$ cat config.mk
export PLATFORM = sky130hd
export DESIGN_NAME = mask_merge_buffer
export DESIGN_NICKNAME = d
export VERILOG_FILES = /design/src/rtl/mask_merge_buffer.sv
export SDC_FILE = /design/constraint.sdc
export NUM_CORES = 1
export LEC_CHECK = 0
export CORE_AREA = 2 2 252 254
export CTS_CLUSTER_DIAMETER = 150
export DETAILED_ROUTE_END_ITERATION = 8
export DIE_AREA = 0 0 254 256
export PLACE_DENSITY = 0.63
export SETUP_SLACK_MARGIN = 0.02
export SYNTH_ARGS = -nofsm -noshare
export SYNTH_HDL_FRONTEND = slang
export SYNTH_SLANG_ARGS = --single-unit
$ cat constraint.sdc
create_clock -name clk -period 6.71 [get_ports clk]
set_clock_uncertainty 0.05 [all_clocks]
set_input_delay 1.6775 -clock clk [delete_from_list [all_inputs] [get_ports clk]]
set_output_delay 1.6775 -clock clk [all_outputs]
set_load 0.01 [all_outputs]
$ cat src/rtl/mask_merge_buffer.sv
// Byte-masked write-combining buffer: merges word writes into one held line and
// hands the line downstream on fill, address change or explicit flush.
module mask_merge_buffer #(
   parameter int unsigned WORD_BYTES = 4,
   parameter int unsigned LINE_WORDS = 8,
   parameter int unsigned ADDR_W     = 32
) (
   input  logic                         clk,
   input  logic                         rst_n,
   input  logic                         wr_valid,
   output logic                         wr_ready,
   input  logic [ADDR_W-1:0]            wr_addr,
   input  logic [8*WORD_BYTES-1:0]      wr_data,
   input  logic [WORD_BYTES-1:0]        wr_mask,
   input  logic                         flush_req,
   output logic                         out_valid,
   input  logic                         out_ready,
   output logic [ADDR_W-1:0]            out_addr,
   output logic [8*WORD_BYTES*LINE_WORDS-1:0] out_data,
   output logic [WORD_BYTES*LINE_WORDS-1:0]   out_bmask,
   output logic [8*WORD_BYTES*LINE_WORDS-1:0] out_mask,
   output logic                         empty
);

   localparam int unsigned LB     = WORD_BYTES * LINE_WORDS;
   localparam int unsigned OFS    = $clog2(LB);
   localparam int unsigned WB_W   = $clog2(WORD_BYTES);
   localparam int unsigned WIDX_W = $clog2(LINE_WORDS);
   localparam int unsigned LW     = 8 * LB;

   typedef enum logic [1:0] {
      S_EMPTY   = 2'd0,
      S_FILLING = 2'd1,
      S_FLUSH   = 2'd2
   } state_t;

   state_t              state;
   state_t              state_nxt;

   logic [ADDR_W-1:0]   tag_q;
   logic [LW-1:0]       line_q;
   logic [LB-1:0]       bmask_q;

   logic [ADDR_W-1:0]   wr_tag;
   logic [WIDX_W-1:0]   widx;
   logic                tag_match;
   logic                accept;
   logic                merge_en;
   logic                clear_en;
   logic                line_full;
   logic [LW-1:0]       merged_line;
   logic [LB-1:0]       merged_bm;
   logic                unused_addr_bits;

   // Address decomposition: the byte-within-word bits only select nothing.
   assign wr_tag           = {wr_addr[ADDR_W-1:OFS], {OFS{1'b0}}};
   assign widx             = wr_addr[WB_W +: WIDX_W];
   assign tag_match        = (wr_tag == tag_q);
   assign unused_addr_bits = ^(wr_addr & ADDR_W'(WORD_BYTES - 1));

   // State register
   always_ff @(posedge clk or negedge rst_n) begin
      if (!rst_n) begin
         state <= S_EMPTY;
      end else begin
         state <= state_nxt;
      end
   end

   // FSM outputs and handshake decode
   always_comb begin
      wr_ready  = 1'b0;
      out_valid = 1'b0;
      empty     = 1'b0;
      unique case (state)
         S_EMPTY: begin
            wr_ready = 1'b1;
            empty    = 1'b1;
         end
         S_FILLING: begin
            wr_ready = tag_match & ~flush_req;
         end
         S_FLUSH: begin
            out_valid = 1'b1;
         end
         default: begin
            wr_ready = 1'b0;
         end
      endcase
   end

   assign accept   = wr_valid & wr_ready;
   assign merge_en = accept & (|wr_mask);
   assign clear_en = out_valid & out_ready;

   // Byte-lane merge of the incoming word into the held line
   always_comb begin
      merged_line = line_q;
      merged_bm   = bmask_q;
      for (int unsigned w = 0; w < LINE_WORDS; w++) begin
         for (int unsigned i = 0; i < WORD_BYTES; i++) begin
            if ((widx == WIDX_W'(w)) && wr_mask[i]) begin
               merged_line[(w*WORD_BYTES + i)*8 +: 8] = wr_data[i*8 +: 8];
               merged_bm[w*WORD_BYTES + i]            = 1'b1;
            end
         end
      end
   end

   assign line_full = &merged_bm;

   // Next-state logic; flush_req outranks a concurrent write
   always_comb begin
      state_nxt = state;
      unique case (state)
         S_EMPTY: begin
            if (merge_en) begin
               state_nxt = line_full ? S_FLUSH : S_FILLING;
            end
         end
         S_FILLING: begin
            if (flush_req) begin
               state_nxt = S_FLUSH;
            end else if (wr_valid && !tag_match) begin
               state_nxt = S_FLUSH;
            end else if (merge_en && line_full) begin
               state_nxt = S_FLUSH;
            end
         end
         S_FLUSH: begin
            if (out_ready) begin
               state_nxt = S_EMPTY;
            end
         end
         default: begin
            state_nxt = S_EMPTY;
         end
      endcase
   end

   // Line storage: cleared on transfer, updated on every non-empty accepted write
   always_ff @(posedge clk or negedge rst_n) begin
      if (!rst_n) begin
         tag_q   <= '0;
         line_q  <= '0;
         bmask_q <= '0;
      end else if (clear_en) begin
         line_q  <= '0;
         bmask_q <= '0;
      end else if (merge_en) begin
         tag_q   <= wr_tag;
         line_q  <= merged_line;
         bmask_q <= merged_bm;
      end
   end

   assign out_addr  = tag_q;
   assign out_data  = line_q;
   assign out_bmask = bmask_q;

   // Bit-level expansion of the byte mask
   always_comb begin
      out_mask = '0;
      for (int unsigned k = 0; k < LB; k++) begin
         out_mask[k*8 +: 8] = {8{bmask_q[k]}};
      end
   end

endmodule

Word-level counts from Yosys, hierarchy flattened
Index checks and enable logic that the tools add are counted.
- output and inout bits: 579
- input port bits: 73
- bits in registers: 317
- logic and storage cells: 238
- mux-type cells: 78
- reduce and logical (&&, ||, !) cells: 106
- equal/unequal tests: 13
- bitwise gates (word level): 6
- operators by type and width (cell ; number):
    $mux W256 ; 2
    $mux W8 ; 32
    $reduce_and A2 Y1 ; 33
    $reduce_bool A2 Y1 ; 33
    $mux W32 ; 2
    $logic_and A1 B1 Y1 ; 34
    $mux W1 ; 34
    $reduce_and A32 Y1 ; 1
    $eq A27 B27 Y1 ; 1
    $eq A3 B3 Y1 const B ; 4
    $mux W2 ; 6
    $eq A3 B2 Y1 const B ; 2
    $pmux W2 S3 ; 1
    $and A1 B1 Y1 ; 4
    $ne A2 B2 Y1 const B ; 2
    $ne A4 B4 Y1 const B ; 1
    $reduce_or A4 Y1 ; 1
    $eq A3 B1 Y1 const B ; 1
    $logic_not A3 Y1 ; 1
    $reduce_and A3 Y1 ; 1
    $eq A2 B1 Y1 const B ; 1
    $eq A2 B2 Y1 const B ; 1
    $logic_not A2 Y1 ; 1
    $not A1 Y1 ; 2
    other kinds (2) ; 2

Longest topological paths before layout
- word-level depth: 10
- gate-level depth with buffers: 10
- depth with buffers taken out: 7

Worst setup path before layout
No wires, ideal clock.
- path kind: input to output
- start: input port flush_req
- end: output port wr_ready
- data required time: 4983 ps
- setup slack: 1769 ps
- arrival: 3213 ps
- stages on the path: 8
- path buffers: 3
- cell sequence: or3b_1 -> nor4_1 -> nand3_1 -> o22a_1 -> buf_6 -> clkinv_2 -> buf_4 -> buf_2
- cells in the longest elaborated chain, start to end: 3
- ends and longest elaborated chain (element ; RTL line ; text):
    start, declared ; 15 ; input logic flush_req,
    $not A1 Y1 ; 81 ; wr_ready = tag_match & ~flush_req;
    $and A1 B1 Y1 ; 81 ;
    $pmux W1 S2 ; 75 ; unique case (state)
    end, declared ; 11 ; output logic wr_ready,
No other way between the ends.

Worst setup path in the final report
- start: input port wr_addr[23]
- end: output port wr_ready
- cells in the longest elaborated chain, start to end: 3
- ends and longest elaborated chain (element ; RTL line ; text):
    start, declared ; 12 ; input logic [ADDR_W-1:0] wr_addr,
    $eq A27 B27 Y1 ; 58 ; assign tag_match = (wr_tag == tag_q);
    $and A1 B1 Y1 ; 81 ;
    $pmux W1 S2 ; 75 ;
No other way between the ends.

==> results.yml <==
place:
  hpwl_um: 48600
  place_congestion: 0.826
  portBuffers: 644
final_layout:
  syn_to_final_growth_pct: 41.9
  drive_gt1_share_pct: 6.89
  multiInputGateArea_um2: 5700
  fillers: 6186
  nets: 2046
  seq_area_um2: 7930
  post-route-util_pct: 36.4
clock_tree:
  ctsHoldBuffers: 0
  cts_setup_buffers: 0
  cts_tree: "done"
  clock_sinks: 317
  root_buffer: "clkbuf_16"
  cts_buffers: 39
  htreeDepth: 2
  clk_latency_ns: 0.58
  cts_resized: 0
  clock_path_buffers: 3
  path_clk_slew_ns: 0.06
timing:
  worst_pin_slew_ns: 1.09
  min_period_ns: 5.69
  hold_viol_final: 0
  setup_violations: 0
  slew_headroom_pct: 26.6
  rsz0062_at_grt: "false"
  fmax_mhz: 176
  finalMaxSlewViolations: 0
  post-route-period-util_pct: 84.8
  setup_tns_ns: 0
synthesis:
  synth-seq-cells: 317
  synth_fa_ha_area_share_pct: 0
  ys.flop_type: "dfrtp_1"
  syn_inst: 1619
  synth_top_family_by_area: "simple AND/OR/NAND/NOR gates"
  synth-simple-area-share_pct: 16.1
  synthArstFlopShare_pct: 100
  synth-xor-area-share_pct: 1.48
  synth_seq_area_share_pct: 49.5
  yosysWarningCount: 0
  syn_area_um2: 16000
  synth-compound-area-share_pct: 8.02
  yosys.area.top_type: "dfrtp_1"
  ys_types: 48
  synth_mux_area_share_pct: 9.79
  synth_area_per_cell_um2: 9.89
  synth.top_cell.area_share_pct: 49.5
  synth_area_leaders: "dfrtp_1 50%, buf_4 13%, mux2i_1 7.4%"
  synth_edf_count: 0
floorplanning:
  initial_utilization_pct: 25.7
  core_area_um2: 62400
  die_area_um2: 65000
  die_w_um: 254
  die_h_um: 256
  rows: 92
  ioPinCount: 652
critical_path:
  setup.worst_path.start_class: "input pin"
  reg2reg_from: "state[1]$_DFFE_PN0P_"
  regToRegEndpoint: "out_data[162]$_DFFE_PN0P_"
  critPathMaxFanout: 2
  cp.required_ns: 4.98
  critPathCaptureType: "output port"
  reg2reg_depth: 9
  reg2reg_slack_ns: 3.17
  arrival_ns: 3.96
  worstSetupPathType: "input pin to output port"
power:
  ir_worst_vdd_mv: 0.320
  static-leakage-power_nw: 9.81
  power_density_nw_per_um2: 442
detailed_routing:
  wl_per_cell_um: 23.2
  wirelength_um: 66200
  postRouteAntennaNets: 0
  first_pass_iters: 5
  drt_iter0_markers: 913
  dr_total_vias: 13300
  viasPerCell: 4.67
  drc: 0
min_path:
  hold_depth: 2
  min_path_type: "flop to flop"
  hold_start: "out_data[126]$_DFFE_PN0P_"
  hold_end: "out_data[126]$_DFFE_PN0P_"
global_route:
  grt_pass1_vias: 13100
  grt_pass1_wl_um: 93900
  antenna_found_initial: 3
  grt_max_degree: 143
  overflow: 0
  grtUsageTotal_pct: 19.7
status:
  status: "completed"
job:
  maxCapViolations: 0
[metrics by stage]
| step | hold WS, ns | instance area [um^2] | worst slack [ns] | cells | total power, mW |
|---|---|---|---|---|---|
| finish | 0.476 | 22700 | 1.02 | 2853 | 10.0 |
| global route | 0.488 | 22700 | 0.980 | 2853 | 10.6 |
| CTS | 0.478 | 22700 | 1.05 | 2850 | 10.2 |
| detailed placement | 0.469 | 21300 | 1.06 | 2778 | 7.81 |
| global placement | 0.464 | 21300 | 1.07 | 2778 | 7.73 |
| floorplan | 0.504 | 16000 | 1.77 | 1623 | 5.59 |
[worst max-delay path by stage]
| stage | from | endpoint | slack, ns | cells after the start |
|---|---|---|---|---|
| 6_report | wr_addr[23] | wr_ready | 1.02 | 7 |
| 5_1_grt | wr_addr[23] | wr_ready | 0.98 | 7 |
| 4_1_cts | flush_req | wr_ready | 1.05 | 7 |
| 3_5_place_dp | flush_req | wr_ready | 1.06 | 7 |
| 3_3_place_gp | wr_addr[23] | wr_ready | 1.07 | 7 |
| 2_1_floorplan | flush_req | wr_ready | 1.77 | 8 |
[worst max-delay path, stage by stage]
cell             delay (ns)
clkdlybuf4s50_1        0.48
xor2_1                 0.17
nor4_1                 0.38
nand4_1                0.24
o22a_2                 0.31
inv_6                  0.12
clkdlybuf4s50_1        0.56
[cell usage after synthesis (all sizes together) (4+ instances only)]
library cell / n
nor2: 48
dfrtp: 317
a21oi: 58
nor3b: 4
inv: 6
nor4: 11
xor2: 27
mux2: 28
o21ai: 142
o21a: 17
o22ai: 5
nand3: 160
buf: 291
clkbuf: 55
nand2: 274
mux2i: 118
nor3: 20
and3b: 5
nand4: 4
or3: 4
[cells by family after synthesis]
| family | Yosys count |
|---|---|
| simple gates | 539 |
| buf+inv | 353 |
| flops | 317 |
| compound gates | 236 |
| mux | 146 |
| xor+xnor | 27 |
| other cells | 1 |
[registers in the layout, summed over array words and instances, names as in the netlist]
register and cells:
out_bmask 32, out_addr 27, state 2, out_data 256
[metal layers]
metal,global-route usage (%),routed length [um],share of wire (%)
met3,6.04,5370,8.1
met5,0,0,0
met1,23.8,26200,40
met4,5.62,1590,2.4
met2,33.4,33000,50
[cell type report]
| class | instances | share of cell area, % |
|---|---|---|
| Clock buffer | 53 | 4.83 |
| Antenna cell | 3 | 0.0330 |
| Tap cell | 846 | 4.66 |
| Sequential cell | 317 | 34.9 |
| Timing Repair Buffer | 655 | 29.0 |
| Clock inverter | 19 | 1.39 |
| Inverter | 7 | 0.138 |
| Multi-Input combinational cell | 953 | 25.1 |
[placed cells by master, fill, tap and decap left out, types with 6 or more instances in the layout]
| cell type | Yosys | routed |
|---|---|---|
| mux2i_1 | 118 | 118 |
| nand2_2 | 12 | 12 |
| buf_4 | 267 | 7 |
| nand3_1 | 160 | 160 |
| inv_1 | 6 | 6 |
| clkdlybuf4s50_1 | 0 | 643 |
| mux2_2 | 9 | 9 |
| mux2_4 | 19 | 19 |
| dfrtp_1 | 317 | 317 |
| nor2_1 | 47 | 47 |
| a21oi_1 | 58 | 58 |
| nor4_1 | 11 | 11 |
| nor3_4 | 16 | 16 |
| o21a_1 | 17 | 17 |
| o21ai_0 | 142 | 142 |
| clkbuf_1 | 55 | 7 |
| nand2_1 | 262 | 261 |
| xor2_1 | 27 | 27 |
| clkbuf_16 | 0 | 39 |
| bufinv_16 | 0 | 6 |
| clkbuf_8 | 0 | 7 |
[power by group]
part / total [mW] / internal, mW / leakage (nW) / switching (mW)
clock network: 2.32 / 1.40 / 0.684 / 0.915
logic: 4.58 / 2.46 / 4.84 / 2.13
registers: 3.14 / 2.43 / 4.29 / 0.711
Power figures use the tool's default switching activity.
